===== config.mk =====
export PLATFORM = sky130hd
export DESIGN_NAME = uart_tx_frame
export DESIGN_NICKNAME = d
export VERILOG_FILES = /design/src/rtl/uart_tx_frame.sv
export SDC_FILE = /design/constraint.sdc
export NUM_CORES = 1
export LEC_CHECK = 0
export CAP_MARGIN = 10
export CORE_AREA = 2 2 65 61
export CTS_CLUSTER_SIZE = 28
export DETAILED_ROUTE_END_ITERATION = 8
export DIE_AREA = 0 0 67 63
export GPL_ROUTABILITY_DRIVEN = 0
export PLACE_DENSITY = 0.67
export SYNTH_ARGS = -nofsm -noshare
export SYNTH_HDL_FRONTEND = slang
export SYNTH_SLANG_ARGS = --single-unit

===== constraint.sdc =====
create_clock -name clk -period 1.77 [get_ports clk]
set_clock_uncertainty 0.2 [all_clocks]
set_input_delay 0.2655 -clock clk [delete_from_list [all_inputs] [get_ports clk]]
set_output_delay 0.2655 -clock clk [all_outputs]
set_load 0.03 [all_outputs]

===== src/rtl/uart_tx_frame.sv =====
// UART frame transmitter: start bit, LSB-first data, optional parity, stop bit.
// Each bit is held for prescale+1 clocks. Frame fields are captured when a request is accepted.
module uart_tx_frame #(
  parameter int unsigned DATA_WIDTH     = 8,
  parameter int unsigned PRESCALE_WIDTH = 5
) (
  input  logic                      clk,
  input  logic                      rst,
  input  logic [DATA_WIDTH-1:0]     p_data,
  input  logic                      data_valid,
  input  logic                      par_en,
  input  logic                      par_typ,
  input  logic [PRESCALE_WIDTH-1:0] prescale,
  output logic                      tx_out,
  output logic                      busy
);

  localparam int unsigned IDX_W = (DATA_WIDTH > 1) ? $clog2(DATA_WIDTH) : 1;
  localparam logic [IDX_W-1:0] IDX_LAST = IDX_W'(DATA_WIDTH - 1);

  typedef enum logic [2:0] {IDLE, START, DATA, PARITY, STOP} state_t;

  state_t                    state_q, state_n;
  logic [PRESCALE_WIDTH-1:0] tick_q, tick_n;
  logic [IDX_W-1:0]          idx_q, idx_n;
  logic [DATA_WIDTH-1:0]     data_q, data_n;
  logic                      par_en_q, par_en_n;
  logic                      par_typ_q, par_typ_n;
  logic [PRESCALE_WIDTH-1:0] prescale_q, prescale_n;
  logic                      tx_q, tx_n;
  logic                      busy_q, busy_n;

  logic                      bit_done;
  logic [IDX_W-1:0]          idx_inc;
  logic                      par_bit;

  assign bit_done = (tick_q == prescale_q);
  assign idx_inc  = idx_q + 1'b1;
  assign par_bit  = (^data_q) ^ par_typ_q;

  always_ff @(posedge clk or posedge rst) begin
    if (rst) begin
      state_q    <= IDLE;
      tick_q     <= '0;
      idx_q      <= '0;
      data_q     <= '0;
      par_en_q   <= 1'b0;
      par_typ_q  <= 1'b0;
      prescale_q <= '0;
      tx_q       <= 1'b1;
      busy_q     <= 1'b0;
    end else begin
      state_q    <= state_n;
      tick_q     <= tick_n;
      idx_q      <= idx_n;
      data_q     <= data_n;
      par_en_q   <= par_en_n;
      par_typ_q  <= par_typ_n;
      prescale_q <= prescale_n;
      tx_q       <= tx_n;
      busy_q     <= busy_n;
    end
  end

  // tx_n is the value the line takes for the whole next bit, so the output stays registered.
  always_comb begin
    state_n    = state_q;
    tick_n     = tick_q;
    idx_n      = idx_q;
    data_n     = data_q;
    par_en_n   = par_en_q;
    par_typ_n  = par_typ_q;
    prescale_n = prescale_q;
    tx_n       = tx_q;
    busy_n     = busy_q;

    if (state_q != IDLE) begin
      tick_n = bit_done ? '0 : tick_q + 1'b1;
    end

    case (state_q)
      IDLE: begin
        tx_n   = 1'b1;
        busy_n = 1'b0;
        if (data_valid) begin
          state_n    = START;
          tick_n     = '0;
          data_n     = p_data;
          par_en_n   = par_en;
          par_typ_n  = par_typ;
          prescale_n = prescale;
          tx_n       = 1'b0;
          busy_n     = 1'b1;
        end
      end
      START: begin
        if (bit_done) begin
          state_n = DATA;
          idx_n   = '0;
          tx_n    = data_q[0];
        end
      end
      DATA: begin
        if (bit_done) begin
          if (idx_q == IDX_LAST) begin
            state_n = par_en_q ? PARITY : STOP;
            tx_n    = par_en_q ? par_bit : 1'b1;
          end else begin
            idx_n = idx_inc;
            tx_n  = data_q[idx_inc];
          end
        end
      end
      PARITY: begin
        if (bit_done) begin
          state_n = STOP;
          tx_n    = 1'b1;
        end
      end
      STOP: begin
        if (bit_done) begin
          state_n = IDLE;
          tx_n    = 1'b1;
          busy_n  = 1'b0;
        end
      end
      default: begin
        state_n = IDLE;
        tick_n  = '0;
        tx_n    = 1'b1;
        busy_n  = 1'b0;
      end
    endcase
  end

  assign tx_out = tx_q;
  assign busy   = busy_q;

endmodule


======== Yosys cells after proc, flatten, opt, wreduce, memory -nomap -nowiden ========
Cells that the tools add are included.
operators by class
  $add $sub $neg .......................... 2
  $lt $le $gt $ge ......................... 1
  eq/ne operators ......................... 14
  muxes and demuxes ....................... 27
  bitwise operators ....................... 2
  reductions and logical operators ........ 12
operator list
  operator             count
  $mux 3               9
  $mux 5               3
  $pmux 3 s5           1
  $ne 2x2->1 const B   7
  $pmux 5 s2           1
  $mux 1               9
  $reduce_xor 8->1     1
  $eq 3x2->1 const B   2
  $eq 3x3->1 const B   2
  $pmux 3 s2           1
  $reduce_and 6->1     1
  $add 5x1->5 const B  1
  $eq 5x5->1           1
  $lt 3x4->1 const B   1
  $pmux 1 s4           1
  $reduce_and 2->1     2
  $reduce_and 4->1     1
  $reduce_or 4->1      1
  $add 3x1->3 const B  1
  $bmux 1 s3           1
  $eq 3x1->1 const B   1
  $logic_not 3->1      1
  $pmux 1 s3           1
  $reduce_and 3->1     1
  other kinds (7)      7
storage, ports and cells
  register bits after elaboration ......... 28
  output and inout bits ................... 2
  logic and storage cells ................. 67

======== Logic depth before layout (Yosys ltp) ========
  word-level depth ........................ 6
  depth in mapped cells ................... 6
  mapped depth without buffers ............ 6

======== Worst setup path after synthesis ========
OpenSTA, ideal clock, no wires.
  path kind ............................... register to register
  start point ............................. register idx_q[0]
  end point ............................... register idx_q[0]
  arrival time ............................ 1575 ps
  data required time ...................... 1445 ps
  slack ................................... -130 ps
  cell stages (with the launch flop) ...... 7
  path buffers ............................ 0
  cells stage by stage .................... dfrtp_1 -> ha_1 -> ha_1 -> nor3_1 -> a21oi_1 -> or3_4 -> mux2_4
on the way
  cells in the longest elaborated chain, start to end .. 4
  elaborated cells between the ends (all ways) .. 7
ends and longest elaborated chain
  item                    line  text
  from (decl)             25    logic [IDX_W-1:0] idx_q, idx_n;
  from (signal assigned)  55    idx_q <= idx_n;
  $add 3x1->3             38    assign idx_inc = idx_q + 1'b1;
  $mux 3                  105   if (idx_q == IDX_LAST) begin
  $mux 3                  104   if (bit_done) begin
  $pmux 3 s2              81    case (state_q)
Parallel ways exist; a longest one is shown, timed or not. The select of a mux whose other input is x is not followed.
A chain may end at the register's enable or synchronous reset.

======== Final worst setup path ========
  start point ............................. register prescale_q[0]
  end point ............................... register idx_q[0]
on the way
  cells in the longest elaborated chain, start to end .. 3
  elaborated cells between the ends (all ways) .. 4
ends and longest elaborated chain
  item                                 line  text
  from (decl)                          29    logic [PRESCALE_WIDTH-1:0] prescale_q, prescale_n;
  from (signal assigned)               59    prescale_q <= prescale_n;
  $eq 5x5->1 *                         37    assign bit_done = (tick_q == prescale_q);
  $ne 2x2->1 (no source line)          n/a
  $reduce_and 4->1 (no source line) *  n/a
Mark *: on every way between the ends. The rest lies on a longest branch, timed or not.

==> run_results.csv <==
group,metric,value,unit
detailed_routing,drt_iter0_drc,37,
clock_network,clock-sinks,28,
finish,instances_no_fill,222,
synthesis,yosysSeqAreaShare,46.2,%
worst_setup_path,reg2regPathDepth,5,
worst_setup_path,cp.required,1720,ps
pwr,pwr-share-clk,10.3,%
detailed_routing,wl_met1,1490,um
detailed_routing,highest_layer,"met4",
flow_run,max_cap_viol_count,0,
synthesis,synth_seq_cells,28,
pwr,p_int,2.17,mW
worst_setup_path,critPathSlowestCell,"dfrtp_1",
pwr,ir_drop,803,uV
die,std_cell_rows,21,
grt,gr-usage-all-layers,15.7,%
finish,nets,198,
sta,timing.fmax,526,MHz
synthesis,netlist_area,0.00152,mm2
sta,setup_ws,-131,ps
synthesis,synth_edf_count,0,
synthesis,syn_avg_cell_area,11.2,um2
placement,place_inst,216,
grt,antenna_found_initial,0,
worst_setup_path,r2r_start,"prescale_q[0]",
clock_network,clk_latency,270,ps
synthesis,syn-instance-count,136,
worst_setup_path,timing.critical_path.fanout_max,3,
outcome,status,"complete, but fails checks",
sta,relSlewSlack,76.1,%
hold_path,min_path_type,"primary input to async pin",
clock_network,cts_max_level,1,
detailed_routing,drc_errors,0,
worst_setup_path,start_kind,"register",
sta,rsz0062_at_grt,"true",
grt,grt_remaining_overflow,0,
detailed_routing,wl_per_cell,14.5,um
sta,final-hold-violation-count,0,
pwr,power_frac_comb,55.4,%
detailed_routing,finalWirelength,3220,um
die,start_util,42.5,%
finish,area_delta_synth_final,38.6,%
grt,grt_pass1_vias,1145,
die,ios,20,
die,core_area,0.00357,mm2
worst_setup_path,reg2reg_to,"idx_q[0]",
clock_network,cts_inserted_buffers,3,
pwr,power_leakage,0.929,nW
sta,report.final.slew_viol_count,0,
synthesis,synth_ff_type,"dfrtp_1",
worst_setup_path,critPathArrivalTime,1850,ps
sta,setup_viol,7,
clock_network,path_clk_slew,100,ps
outcome,failed_checks,"setup timing",
pwr,sw_frac_of_total,35.7,%
finish,diodes,0,
clock_network,cts_buffer_depth,2,
clock_network,root_buffer,"clkbuf_8",
pwr,powerDensity,1600,mW/mm2
detailed_routing,viasPerCell,5.07,
worst_setup_path,r2r_setup_slack,-130,ps
synthesis,synth_cell_types,39,
clock_network,cts_tree,"built",
sta,period_minus_slack,1900,ps
die,die_w,67,um
finish,layout-drive-gt1-share,32.4,%
worst_setup_path,path_depth,5,
synthesis,syn_nets,157,
detailed_routing,num_vias,1125,
sta,worst_slew_pin_slew,358,ps
synthesis,async_reset_ff_share,100,%
grt,grt_max_degree,29,
worst_setup_path,crit_path_cell_trace,"xor2_1 > nor3_2 > nand2_1 > or3_4 > mux2_4",
worst_setup_path,critical-path-top-delay-family,"simple AND/OR/NAND/NOR gates",
worst_setup_path,slowest_delay,410,ps
detailed_routing,dr_wl_met3,131,um
grt,grt_first_pass_wirelength,5120,um
detailed_routing,dr.pass1.iters,4,
sta,min_period_over_period,107,%
detailed_routing,routed-wl-met2,1570,um
placement,port_buffers,19,
clock_network,holdBufCountCts,0,
die,die_h,63,um
placement,dp_hpwl,2300,um
pwr,p_switching,1.20,mW
pwr,p_seq_share,34.3,%
detailed_routing,drtAntennaViolNets,0,
die,dieArea,0.00422,mm2
worst_setup_path,path_class,"register to register",
worst_setup_path,end_kind,"register",
worst_setup_path,path_buf_inv,0,
sta,fin_tns_setup,-415,ps
synthesis,yosysWarnings,0,
==> worst register-to-register path: stages (launching register included) <==
cell and delay, ps:
dfrtp_1 410, xor2_1 180, nor3_2 210, nand2_1 130, or3_4 360, mux2_4 300
==> placed cells by master, fill, tap and decap left out, types with 2 or more instances in the layout <==
master	instances
nor2_4	2
mux2i_1	6
nand2b_1	2
xnor2_1	6
a21oi_1	5
o21ai_0	2
mux2_4	15
nand3_1	2
clkdlybuf4s50_1	17
o21ai_1	3
xor2_1	8
dfrtp_1	27
nor2_1	6
nand2_1	8
or3_4	2
a211oi_1	2
o22ai_1	2
inv_1	7
nand4_1	2
buf_4	20
nor3_2	2
a221oi_2	3
clkbuf_8	3
==> state kept, by name, summed over array words and instances, names as in the netlist <==
signal      count
data_q          8
prescale_q      5
tick_q          5
idx_q           3
state_q         3
busy            1
par_en_q        1
par_typ_q       1
tx_out          1
==> through the flow <==
step,total power [mW],hold WS (ps),util [%],worst slack (ps),cell area (um2)
6_report,3.37,152,58.9,-131,2100
5_1_grt,3.59,201,58.9,-217,2100
4_1_cts,3.19,170,55.4,-136,1980
3_5_place_dp,2.81,312,53.9,-175,1930
3_3_place_gp,2.74,304,53.9,-125,1930
2_1_floorplan,2.29,130,-,-92.7,1540
==> cell type report <==
type / instances / area [um2]
multi-input cells: 95 / 875
fillers: 325 / 1470
flip-flops and latches: 28 / 702
repair buffers: 42 / 398
clock buffers: 4 / 45.0
well taps: 46 / 57.6
inverters: 7 / 26.3
==> Yosys cell counts, types with 2 or more instances <==
library cell	instances	area, um2
ha_1	3	37.5
a21oi_1	5	25.0
dfrtp_1	27	676
a221oi_1	3	26.3
buf_2	2	10.0
clkbuf_1	3	11.3
and2_1	2	12.5
nand2_1	8	30.0
o22ai_1	2	12.5
nand3_1	2	10.0
inv_1	7	26.3
xor2_1	8	70.1
xnor2_1	6	52.6
mux2_2	14	158
o21ai_0	5	25.0
nand4_1	2	12.5
a211oi_1	2	15.0
nand2b_1	2	12.5
mux2i_1	6	60.1
nor2_1	7	26.3
nor3_1	2	10.0
==> how the worst max path moves through the flow <==
stage	from	end	slack [ps]
3_5_place_dp	idx_q[0]	tx_out	-180
4_1_cts	idx_q[1]	tx_out	-140
6_report	prescale_q[0]	idx_q[0]	-130
3_3_place_gp	idx_q[0]	tx_out	-120
2_1_floorplan	state_q[2]	data_q[0]	-90
5_1_grt	idx_q[0]	tx_out	-220
==> timing repair <==
item | CTS | global route
pin swaps | 3 | 4
gates resized for setup | 4 | 25
setup buffers | 0 | 1
endpoints found under the setup margin | 19 | 24
cloned | 0 | 1
==> routing by layer <==
metal / global-route usage [%] / vias to the layer above
li1: - / 558
met1: 22.7 / 540
met2: 24.5 / 25
met3: 2.34 / 2
met4: 3.83 / 0
met5: 0 / -
==> power groups by stage <==
stage,combinational [mW],clock [mW],sequential (mW)
after floorplan,1.11,0,1.18
after global placement,1.60,0,1.14
after detailed placement,1.64,0,1.16
after CTS,1.68,0.355,1.15
after global routing,2.02,0.381,1.19
final,1.87,0.346,1.16
==> cells by family after synthesis <==
family | after synthesis | synth area share [%]
compound gates | 23 | 9.89
flops | 28 | 46.2
mux | 22 | 16.8
simple gates | 32 | 11.4
buf+inv | 13 | 3.63
fa+ha+maj | 3 | 2.47
xor+xnor | 15 | 9.56
(Power assumes the default switching activity.)
